[config.mk]
export PLATFORM = sky130hd
export DESIGN_NAME = cpu_sequencer
export DESIGN_NICKNAME = d
export VERILOG_FILES = /design/src/rtl/cpu_sequencer.sv
export SDC_FILE = /design/constraint.sdc
export NUM_CORES = 1
export LEC_CHECK = 0
export ABC_AREA = 1
export CAP_MARGIN = 25
export CORE_MARGIN = 2
export CORE_UTILIZATION = 53
export DETAILED_ROUTE_END_ITERATION = 10
export PLACE_DENSITY_LB_ADDON = 0.2
export SLEW_MARGIN = 40
export SYNTH_ARGS = -nofsm -noshare
export SYNTH_HDL_FRONTEND = slang
export SYNTH_SLANG_ARGS = --single-unit
export TNS_END_PERCENT = 5
[constraint.sdc]
create_clock -name clk -period 5.6 [get_ports clk]
set_clock_uncertainty 0.2 [all_clocks]
set_input_delay 1.68 -clock clk [delete_from_list [all_inputs] [get_ports clk]]
set_output_delay 1.68 -clock clk [all_outputs]
set_load 0.005 [all_outputs]
[src/rtl/cpu_sequencer.sv]
// Control-state generator for the accumulator CPU: sequences FETCH/EXEC1/EXEC2,
// latches the opcode, handles run / single-step / halt and keeps debug counters.
//
// state   | meaning
// --------+-----------------------------------------------------------
// S_IDLE  | waiting for run or a step pulse; no cycles counted
// S_FETCH | opcode on ram_q is captured into IR
// S_EXEC1 | first execute cycle; may halt, extend, overlap-fetch or finish
// S_EXEC2 | second execute cycle for instructions the decoder flags EXTRA
// S_HALT  | STP executed; absorbing until reset
module cpu_sequencer #(
   parameter int DATA_W = 16,
   parameter int CNT_W  = 16
) (
   input  logic              clk,
   input  logic              reset,
   input  logic              run,
   input  logic              step,
   input  logic              EXTRA,
   input  logic              TF,
   input  logic [DATA_W-1:0] ram_q,
   output logic              FETCH,
   output logic              EXEC1,
   output logic              EXEC2,
   output logic [3:0]        IR,
   output logic              IR_LOAD,
   output logic              halted,
   output logic              busy,
   output logic [CNT_W-1:0]  cycle_count,
   output logic [CNT_W-1:0]  instr_count
);

   localparam logic [3:0] OP_STP = 4'b0111;
   localparam logic [CNT_W-1:0] CNT_MAX = {CNT_W{1'b1}};

   typedef enum logic [2:0] {
      S_IDLE  = 3'd0,
      S_FETCH = 3'd1,
      S_EXEC1 = 3'd2,
      S_EXEC2 = 3'd3,
      S_HALT  = 3'd4
   } state_t;

   state_t state;
   state_t next_state;
   logic   step_flag;
   logic   step_flag_next;
   logic   stop_after_instr;
   logic [3:0] opcode;

   // Only the opcode field of the memory word matters here.
   logic ram_q_unused;
   assign ram_q_unused = ^ram_q[DATA_W-5:0];
   assign opcode       = ram_q[DATA_W-1 -: 4];

   // A completed instruction returns to IDLE when single-stepping or when run has dropped.
   assign stop_after_instr = step_flag | ~run;

   // State register and step-mode flag.
   always_ff @(posedge clk or posedge reset) begin
      if (reset) begin
         state     <= S_IDLE;
         step_flag <= 1'b0;
      end else begin
         state     <= next_state;
         step_flag <= step_flag_next;
      end
   end

   // Next-state and IR load decision; overlapped fetch stays in EXEC1.
   always_comb begin
      next_state     = state;
      step_flag_next = step_flag;
      IR_LOAD        = 1'b0;
      case (state)
         S_IDLE: begin
            if (run) begin
               next_state     = S_FETCH;
               step_flag_next = 1'b0;
            end else if (step) begin
               next_state     = S_FETCH;
               step_flag_next = 1'b1;
            end
         end
         S_FETCH: begin
            IR_LOAD    = 1'b1;
            next_state = S_EXEC1;
         end
         S_EXEC1: begin
            if (IR == OP_STP) begin
               next_state = S_HALT;
            end else if (EXTRA) begin
               next_state = S_EXEC2;
            end else if (stop_after_instr) begin
               next_state = S_IDLE;
            end else if (TF) begin
               IR_LOAD    = 1'b1;
               next_state = S_EXEC1;
            end else begin
               next_state = S_FETCH;
            end
         end
         S_EXEC2: begin
            next_state = stop_after_instr ? S_IDLE : S_FETCH;
         end
         S_HALT: begin
            next_state = S_HALT;
         end
         default: begin
            next_state = S_IDLE;
         end
      endcase
   end

   // Registered state decodes, loaded from next_state so they align with state.
   always_ff @(posedge clk or posedge reset) begin
      if (reset) begin
         FETCH  <= 1'b0;
         EXEC1  <= 1'b0;
         EXEC2  <= 1'b0;
         halted <= 1'b0;
         busy   <= 1'b0;
      end else begin
         FETCH  <= (next_state == S_FETCH);
         EXEC1  <= (next_state == S_EXEC1);
         EXEC2  <= (next_state == S_EXEC2);
         halted <= (next_state == S_HALT);
         busy   <= (next_state != S_IDLE) && (next_state != S_HALT);
      end
   end

   // Instruction register captures the opcode field on every IR load.
   always_ff @(posedge clk or posedge reset) begin
      if (reset) begin
         IR <= 4'b0000;
      end else if (IR_LOAD) begin
         IR <= opcode;
      end
   end

   // Saturating debug counters: active cycles and loaded opcodes.
   always_ff @(posedge clk or posedge reset) begin
      if (reset) begin
         cycle_count <= '0;
         instr_count <= '0;
      end else begin
         if (busy && (cycle_count != CNT_MAX)) begin
            cycle_count <= cycle_count + 1'b1;
         end
         if (IR_LOAD && (instr_count != CNT_MAX)) begin
            instr_count <= instr_count + 1'b1;
         end
      end
   end

endmodule

# [Yosys cells after proc, flatten, opt, wreduce, memory -nomap -nowiden]
# Cells that the tools add are included.
[op_classes] n_addsub=2 eq_ne=12 muxes=15 bitwise=2 n_reduce_logical=7
[ops] op="16-bit by 1-bit adder with 16-bit output (second input constant)" count=2
[ops] op="16-bit != test (second input constant)" count=2
[ops] op="3-bit case mux with 5 select lines" count=1
[ops] op="3-bit by 2-bit == test with 1-bit output (second input constant)" count=4
[ops] op="3-bit 2-to-1 mux" count=3
[ops] op="1-bit 2-to-1 mux" count=7
[ops] op="3-bit by 1-bit == test with 1-bit output (second input constant)" count=2
[ops] op="3-bit == test (second input constant)" count=2
[ops] op="2-bit 2-to-1 mux" count=3
[ops] op="4-bit by 3-bit == test with 1-bit output (second input constant)" count=1
[ops] op="1-bit logical AND" count=3
[ops] op="3-bit zero test" count=1
[ops] op="3-bit != test (second input constant)" count=1
[ops] op="3-bit nonzero test" count=1
[ops] op="1-bit case mux with 2 select lines" count=1
[ops] op="2-bit AND reduction" count=1
[ops] op="2-bit nonzero test" count=1
[ops] op="1-bit inverter" count=1
[ops] op="1-bit bitwise OR" count=1
[totals] regBits=45 inputBits=22 output_inout_bits=42 wordCells=48

# [Depth between registers and ports, before layout]
[logic_depth] ltp_word=8 mapped_depth=10 mapped_depth_nobuf=9

# [Least setup slack after synthesis]
# No wires, ideal clock.
[synth_path] kind="input to output" from="input port run" to="output port IR_LOAD" t_arrival_ns=2.334 required_time_ns=3.720 setup_slack_ns=1.386 cell_stages=5 n_path_buf=1 path_cell_list="nand2_1 -> nor3_1 -> nand2_2 -> nand2_2 -> buf_4"
[synth_between] elab_chain_len=6
[synth_rtl] element="from (decl)" line_no="17" rtl="input logic run,"
[synth_rtl] element="1-bit inverter" line_no="57" rtl="assign stop_after_instr = step_flag | ~run;"
[synth_rtl] element="1-bit bitwise OR" line_no="57"
[synth_rtl] element="1-bit 2-to-1 mux" line_no="94" rtl="end else if (stop_after_instr) begin"
[synth_rtl] element="1-bit 2-to-1 mux" line_no="92" rtl="end else if (EXTRA) begin"
[synth_rtl] element="1-bit 2-to-1 mux" line_no="90" rtl="if (IR == OP_STP) begin"
[synth_rtl] element="1-bit case mux with 2 select lines" line_no="75" rtl="case (state)"
[synth_rtl] element="to (decl)" line_no="26" rtl="output logic IR_LOAD,"
# Every way passes these cells.

# [Worst setup path in the final report]
# Ends and elaborated chain as after synthesis.

==> run_results.csv <==
group,metric,value,unit
floorplan,die_w,73.48,um
logic_synthesis,yosysSeqAreaShare,0.4401,
clock_tree,clk_latency,290,ps
placement,dp_slack,520.7,ps
floorplan,coreArea,4692,um2
clock_tree,tritoncts,"done",
detailed_routing,antenna_left,0,
clock_tree,cts_resized,0,
detailed_routing,finalWirelength,5407,um
logic_synthesis,synthCells,355,
timing,hold_viol_final,0,
detailed_routing,first_pass_iters,4,
cells_and_area,drive_gt1_frac,0.05109,
job,cap_viol_max_count,0,
floorplan,dieArea,5399,um2
cells_and_area,fin_area,3181,um2
logic_synthesis,syn_nets,379,
timing,layout_min_cycle_time,5084,ps
cells_and_area,fin_util,0.6779,
placement,dp_hpwl,3975,um
cells_and_area,diodes,0,
power,power_density,353.7,nW/um2
floorplan,dieHeight,73.48,um
detailed_routing,drc,0,
critical_path,path_class,"in2out",
clock_tree,path_clk_slew,80,ps
timing,rsz0062_at_grt,"false",
placement,io_buffers,51,
power,max-vdd-ir-drop,0.0002200,V
clock_tree,htreeDepth,2,
timing,finalMaxSlewViolations,0,
logic_synthesis,ys_warn_count,0,
detailed_routing,drtIter0Drc,191,
critical_path,crit_path_start_kind,"input pin",
logic_synthesis,synth.distinct_cells,26,
power,p_leak,0.001452,uW
detailed_routing,wl_per_cell,11.63,um
timing,setup_tns,0,ps
timing,final.period_utilization,0.9079,
cells_and_area,fin_nets,434,
logic_synthesis,syn_area,2559,um2
detailed_routing,vias,2393,
clock_tree,cts.path.max_buffers,2,
clock_tree,cts_setup_buffers,0,
grt,antenna_found_initial,0,
floorplan,initial_utilization,0.5453,
timing,max_freq,196.7,MHz
grt,grt.overflow.total,0,
cells_and_area,syn_to_final_growth,24.30,%
clock_tree,cts_root_buffer,"clkbuf_8",
clock_tree,clkSinkCount,45,
logic_synthesis,syn_avg_cell_area,7.208,um2
critical_path,cp_max_fo,6,
clock_tree,cts_made_buffers,5,
timing,setup-violations-final,0,
detailed_routing,vias_per_cell,5.146,
placement,gp_congestion,0.8801,
timing,worst_pin_slew,558.3,ps
grt,grt_usage,0.2152,
grt,grt_pass1_vias,2091,
timing,setup_slack,515.8,ps
run_status,outcome,"completed",
timing,max_slew_margin,0.6278,
critical_path,required,3720,ps
floorplan,num_rows,25,
clock_tree,hold_buffers,0,
placement,dpl_cell_area,3097,um2
timing,hold-worst-slack,327.8,ps
logic_synthesis,ys_ff_latch,45,
hold_path,hold_class,"reg2reg",
critical_path,arrival,3200,ps
grt,grt_pass1_wl,9204,um
grt,grt_start_max_net_pins,46,
floorplan,num_io_pins,64,
critical_path,cp-end-kind,"output pin",
-- routing by layer --
| layer | part of all wire | track usage | up-vias |
|---|---|---|---|
| met1 | 0.47 | 0.2887 | 1106 |
| met5 | 0 | 0 | - |
| met3 | 0.054 | 0.04527 | 8 |
| li1 | - | - | 1216 |
| met2 | 0.47 | 0.3512 | 63 |
| met4 | 0.011 | 0.06263 | 0 |
-- state kept, by name (all words and copies together) (netlist names) --
name and flops:
cycle_count 16, instr_count 16, IR 4, step_flag 1, EXEC2 1, busy 1, halted 1, FETCH 1
EXEC1 1, state 3
-- Yosys cell counts --
| cell type | instances | area share |
|---|---|---|
| mux2i_1 | 1 | 0.0039 |
| ha_1 | 2 | 0.0098 |
| xor2_1 | 5 | 0.017 |
| nand2_2 | 4 | 0.0098 |
| nand2_1 | 160 | 0.23 |
| o31ai_1 | 2 | 0.0059 |
| nor2_4 | 1 | 0.0044 |
| a21oi_2 | 1 | 0.0034 |
| o21ai_0 | 10 | 0.020 |
| nor2_2 | 2 | 0.0049 |
| inv_2 | 2 | 0.0029 |
| inv_1 | 23 | 0.034 |
| buf_4 | 1 | 0.0029 |
| inv_4 | 1 | 0.0024 |
| nand4_1 | 7 | 0.017 |
| nor3_1 | 1 | 0.0020 |
| nand3_1 | 27 | 0.053 |
| dfrtp_1 | 45 | 0.44 |
| buf_2 | 1 | 0.0020 |
| buf_12 | 1 | 0.0078 |
| buf_6 | 2 | 0.0088 |
| nor2_1 | 40 | 0.059 |
| nand2_4 | 1 | 0.0044 |
| nor3_2 | 1 | 0.0039 |
| nand3b_1 | 2 | 0.0059 |
| xnor2_1 | 12 | 0.041 |
-- cell usage in the layout, fill, tap and decap left out, types with 7 or more instances in the layout --
cell type and instances:
nand2_1 160, nor2_1 40, inv_1 22, o21ai_0 10, dfrtp_1 45, nand4_1 7
nand3_1 27, xnor2_1 12, clkdlybuf4s50_1 51
-- final cells by class --
cell class,instances,area [um2]
sequential,45,1126
multi-input combinational,279,1277
clock inverter,1,7.507
inverter,26,100.1
fill,422,1511
tap,54,67.56
timing repair buffer,53,525.5
clock buffer,7,76.32
-- cells by family (layout without fill, tap and decap cells) --
kind of cell | after synthesis | after routing | synth area share
AND/OR/NAND/NOR | 246 | 246 | 0.3985
flip-flops | 45 | 45 | 0.4401
buffers and inverters | 31 | 87 | 0.06064
XOR/XNOR | 17 | 17 | 0.05819
AO/OA/AOI/OAI | 13 | 13 | 0.02885
adder cells (fa/ha/maj) | 2 | 2 | 0.009778
multiplexers | 1 | 1 | 0.003912
-- final timing paths --
path	endpoint	from	slack [ps]	depth (start not counted)
worst max-delay path	IR_LOAD	run	520	6
worst min-delay path	step_flag$_DFFE_PP0P_	step_flag$_DFFE_PP0P_	330	2
worst max register to register	cycle_count[11]$_DFFE_PP0P_	cycle_count[0]$_DFFE_PP0P_	3330	8
worst min register to register	step_flag$_DFFE_PP0P_	step_flag$_DFFE_PP0P_	330	2
max in group asynchronous	cycle_count[15]$_DFFE_PP0P_	reset	3200	3
min in group asynchronous	FETCH$_DFF_PP0_	reset	1630	3
-- stage by stage --
stage | cells | power, uW
floorplan | 355 | 758.6
global placement | 457 | 921.9
detailed placement | 457 | 936.2
CTS | 465 | 1139
global route | 465 | 1211
finish | 465 | 1125
-- power by group --
group          internal, uW  switching [uW]  total (uW)
combinational           207             245         452
clock                  88.3             106         195
sequential              399            78.7         478
-- worst max-delay path: stages --
cell,delay [ps]
clkdlybuf4s50_1,490
nand2_1,100
nor3_1,190
nand2_2,150
nand2_2,90
clkdlybuf4s50_1,500
Power figures use the tool's default switching activity.
